`config.mk`:
```
export PLATFORM = sky130hd
export DESIGN_NAME = cv32e40p_tmr_fault_mgr
export DESIGN_NICKNAME = d
export VERILOG_FILES = /design/src/rtl/cv32e40p_tmr_fault_mgr.sv
export SDC_FILE = /design/constraint.sdc
export NUM_CORES = 1
export LEC_CHECK = 0
export ABC_AREA = 0
export BUFFER_PORTS_ARGS = -buffer_cell sky130_fd_sc_hd__buf_2
export CAP_MARGIN = 10
export CORE_UTILIZATION = 47
export DETAILED_ROUTE_END_ITERATION = 8
export PLACE_DENSITY_LB_ADDON = 0.15
export SLEW_MARGIN = 20
export SYNTH_ARGS = -nofsm -noshare
export SYNTH_HDL_FRONTEND = slang
export SYNTH_SLANG_ARGS = --single-unit
export TNS_END_PERCENT = 5
```
`constraint.sdc`:
```
create_clock -name clk -period 1.57 [get_ports clk]
set_input_delay 0.157 -clock clk [delete_from_list [all_inputs] [get_ports clk]]
set_output_delay 0.157 -clock clk [all_outputs]
set_load 0.03 [all_outputs]
```
`src/rtl/cv32e40p_tmr_fault_mgr.sv`:
```
// TMR fault manager: classifies voter mismatches as transient or persistent and issues resync pulses.
// Optional feature: define FT_FAULT_LOG_EN to build the per-voter fault log (otherwise fault_log_o is 0).
module cv32e40p_tmr_fault_mgr #(
  parameter int N_VOTERS      = 5,
  parameter int RESYNC_CYCLES = 4,
  parameter int MAX_RETRY     = 2
) (
  input  logic                clk,
  input  logic                rst_n,
  input  logic [N_VOTERS-1:0] fault_i,
  input  logic                ctrl_idle_i,
  input  logic                clear_i,
  output logic                resync_o,
  output logic                irq_block_o,
  output logic                perm_fault_o,
  output logic [7:0]          fault_cnt_o,
  output logic [N_VOTERS-1:0] fault_log_o,
  output logic [2:0]          dbg_state_o
);

  typedef enum logic [2:0] {
    S_IDLE      = 3'd0,
    S_WAIT_IDLE = 3'd1,
    S_RESYNC    = 3'd2,
    S_CHECK     = 3'd3,
    S_PERM      = 3'd4
  } state_t;

  state_t     r_state;
  state_t     w_next;
  logic [3:0] r_cyc;
  logic [2:0] r_retry;
  logic [7:0] r_cnt;
  logic       r_cnt_pend;
  logic       r_resync;
  logic       r_irq_block;
  logic       r_perm;

  logic       w_any;
  logic       w_episode;
  logic       w_retry_hit;
  logic       w_resync_d;
  logic       w_irq_block_d;
  logic       w_perm_d;

  assign w_any       = |fault_i;
  assign w_episode   = (r_state == S_IDLE) && w_any;
  assign w_retry_hit = ((r_retry + 3'd1) == 3'(MAX_RETRY));

  // State register
  always_ff @(posedge clk or negedge rst_n) begin
    if (!rst_n) r_state <= S_IDLE;
    else        r_state <= w_next;
  end

  // Next-state logic
  always_comb begin
    w_next = r_state;
    case (r_state)
      S_IDLE:      if (w_any) w_next = S_WAIT_IDLE;
      S_WAIT_IDLE: begin
        if (!w_any)           w_next = S_IDLE;
        else if (ctrl_idle_i) w_next = S_RESYNC;
      end
      S_RESYNC:    if (r_cyc == 4'd1) w_next = S_CHECK;
      S_CHECK: begin
        if (!w_any)           w_next = S_IDLE;
        else if (w_retry_hit) w_next = S_PERM;
        else                  w_next = S_WAIT_IDLE;
      end
      S_PERM:      if (clear_i) w_next = S_IDLE;
      default:     w_next = S_IDLE;
    endcase
  end

  // Output decode from the next state so the registered outputs track the state exactly
  always_comb begin
    w_resync_d    = (w_next == S_RESYNC);
    w_irq_block_d = (w_next == S_RESYNC) || (w_next == S_CHECK);
    w_perm_d      = (w_next == S_PERM);
  end

  always_ff @(posedge clk or negedge rst_n) begin
    if (!rst_n) begin
      r_cyc       <= '0;
      r_retry     <= '0;
      r_cnt       <= '0;
      r_cnt_pend  <= 1'b0;
      r_resync    <= 1'b0;
      r_irq_block <= 1'b0;
      r_perm      <= 1'b0;
    end else begin
      r_resync    <= w_resync_d;
      r_irq_block <= w_irq_block_d;
      r_perm      <= w_perm_d;

      if ((r_state == S_WAIT_IDLE) && (w_next == S_RESYNC)) r_cyc <= 4'(RESYNC_CYCLES);
      else if (r_state == S_RESYNC)                          r_cyc <= r_cyc - 4'd1;

      if (w_episode)                         r_retry <= '0;
      else if ((r_state == S_CHECK) && w_any) r_retry <= r_retry + 3'd1;

      // An episode that collides with a clear is counted a cycle later if it persists
      r_cnt_pend <= w_episode && clear_i;
      if (clear_i)
        r_cnt <= '0;
      else if ((w_episode || (r_cnt_pend && w_any)) && (r_cnt != 8'hFF))
        r_cnt <= r_cnt + 8'd1;
    end
  end

`ifdef FT_FAULT_LOG_EN
  logic [N_VOTERS-1:0] r_log;

  always_ff @(posedge clk or negedge rst_n) begin
    if (!rst_n)                 r_log <= '0;
    else if (clear_i)           r_log <= '0;
    else if (r_state != S_PERM) r_log <= r_log | fault_i;
  end

  assign fault_log_o = r_log;
`else
  assign fault_log_o = '0;
`endif

  assign resync_o     = r_resync;
  assign irq_block_o  = r_irq_block;
  assign perm_fault_o = r_perm;
  assign fault_cnt_o  = r_cnt;
  assign dbg_state_o  = r_state;

endmodule
```
==> qor.csv <==
metric,value,unit
outcome,finished with violations,
violated checks,setup timing,
post-route setup slack,-42.0,ps
pwr/cell area,1580,nW/um^2
Fin Setup TNS,-169,ps
Synth top area share,0.448,
synth unique cells,41,
dpl hpwl,1950,um
"count leader, synth",dfrtp_1,
Post-synth EDFFs,0,
Nets,183,
TritonRoute pass-1 iters,4,
Final Setup Violations,5,
number of antenna diodes,0,
GPL Wtd Cong,0.779,
grt total ovfl,0,
Tmin final,1610,ps
dpl ws,-176,ps
wire per inst,13.6,um
post-placement cell area,1460,sq um
share of synthesized registers carrying an async set or reset,1.00,
drt drc,0,
CP endpoint kind,flop,
DR vias,1086,
port bufs,22,
initial antenna violation count,0,
post-synthesis instance total,128,
largest net degree at the start of global routing,23,
global-route wire length before repair,4390,um
CTS Sinks,22,
fmax,620,MHz
RSZ-0062 raised after global routing,true,
post-synthesis sequential area ratio,0.448,
synthesized flop and latch total,22,
Num CTS Buffers,3,
"top cells by count, synth","22 x dfrtp_1, 16 x nand2_1, 8 x nand3_1",
top_reg_cell synth,dfrtp_1,
die height,53.1,um
CP Data Arrival Time,1840,ps
die span in x,53.1,um
crit-path max FO,6,
DR vias/cell,5.48,
aggregate routed wire length,2690,um
CTS tree,built,
final hold slack,105,ps
CP required,1800,ps
area grow syn2layout,33.7,%
"Hold Violations, Final",0,
Starting DRT DRC Count,14,
path type of the worst setup path,flop to flop,
Tot GR Track Use,0.220,
I/O pin cnt,28,
Slew Limit Fails,0,
vias in the first global route,937,
Synth area leader,dfrtp_1,
total power draw,2600,uW
root buf cell,clkbuf_4,
antenna-violating nets left,0,
site row count,18,
fraction of layout cells with a size suffix above 1,0.423,
Yosys warning total,0,
CTS H-tree lvls,1,
worst min path class,input pin to flop,
Clock Latency Late Sink,310,ps
die area,2820,sq um
period utilization,1.03,
Max Cap Violations,0,
worst vdd ir,0.00131,V
Fin Clk Skew,19.5,ps
design area,1640,sq um
Mean Syn Cell Area,9.60,sq um
"top cells by area, synth","dfrtp_1 45%, ha_1 5.1%, nand2_1 4.9%",
startpoint types,flop,
Leak,0.000740,uW
core area,2480,sq um
Initial Util,0.496,
clk slew on worst S/H paths,140,ps
cell area after synthesis,1230,sq um
worst-case clock buffer depth,2,
-- state kept, by name (all words and copies together), names as in the netlist --
register / count
fault_cnt_o: 8
r_cyc: 4
dbg_state_o: 3
r_retry: 3
irq_block_o: 1
perm_fault_o: 1
r_cnt_pend: 1
resync_o: 1
-- per-layer routing --
metal,vias to the layer above,wire [um],track usage
met3,2,128,0.0517
met2,30,1270,0.342
met5,-,0,0
met1,517,1270,0.295
met4,0,19,0.0789
li1,537,-,-
-- through the flow --
step,instances,utilization
after global routing,198,0.663
final,198,0.663
after CTS,196,0.633
after detailed placement,190,0.589
after global placement,190,0.589
after floorplan,132,-
-- report_power, final --
part / switching, uW / total [uW] / leakage (uW) / internal (uW)
combinational: 742 / 1310 / 0.000429 / 564
sequential: 142 / 865 / 0.000282 / 723
clock: 173 / 431 / 0.0000279 / 258
-- kinds of logic after synthesis --
logic type	after synthesis	synth area share
compound gates	28	0.156
xor+xnor	2	0.0143
fa+ha+maj	5	0.0509
buf+inv	15	0.0703
flops	22	0.448
mux	2	0.0204
other cells	1	0.00305
simple gates	53	0.237
-- worst max-delay path: stages, from the launching register on --
cell and delay [ps]:
dfrtp_2 450, nor3_4 210, o22ai_4 130, buf_6 140, or4_4 470, a21oi_2 130
-- cells in the final DEF (no fill, tap or decap), types with 4 or more instances in the layout --
cell type / synthesis / final
buf_2: 0 / 22
buf_4: 6 / 17
nand2_1: 16 / 16
dfrtp_1: 22 / 16
nand3_1: 8 / 7
dfrtp_2: 0 / 6
inv_1: 5 / 5
o21ai_0: 5 / 5
nor2_1: 5 / 5
o31ai_1: 5 / 5
conb_1: 1 / 5
or4_4: 1 / 4
a21oi_2: 0 / 4
ha_1: 5 / 4
-- final cells by class --
cell class	instances	area, sq um
Clock buffer	3	22.5
Clock inverter	1	30.0
Tap cell	30	37.5
Sequential cell	22	558
Timing Repair Buffer	42	270
Fill cell	197	835
Multi-Input combinational cell	95	706
Inverter	5	18.8
-- worst paths after layout --
| check | from | end | slack [ps] | cells after the start |
|---|---|---|---|---|
| worst max-delay path | dbg_state_o[2] | fault_cnt_o[2] | -40 | 5 |
| worst min-delay path | clear_i | fault_cnt_o[3] | 100 | 2 |
| worst max register to register | dbg_state_o[2] | fault_cnt_o[2] | -40 | 5 |
| worst min register to register | r_retry[2] | r_retry[2] | 560 | 2 |
| max in group asynchronous | rst_n | fault_cnt_o[2] | 870 | 2 |
| min in group asynchronous | rst_n | fault_cnt_o[4] | 320 | 2 |
-- repair_timing --
action,CTS,global route
hold buffers,1,0
endpoints found under the setup margin,7,7
gates resized for setup,8,12
endpoints found under the hold margin,22,0
setup buffers,1,2
pin swaps,4,5
Note: power is estimated with default switching activity, not from simulation.
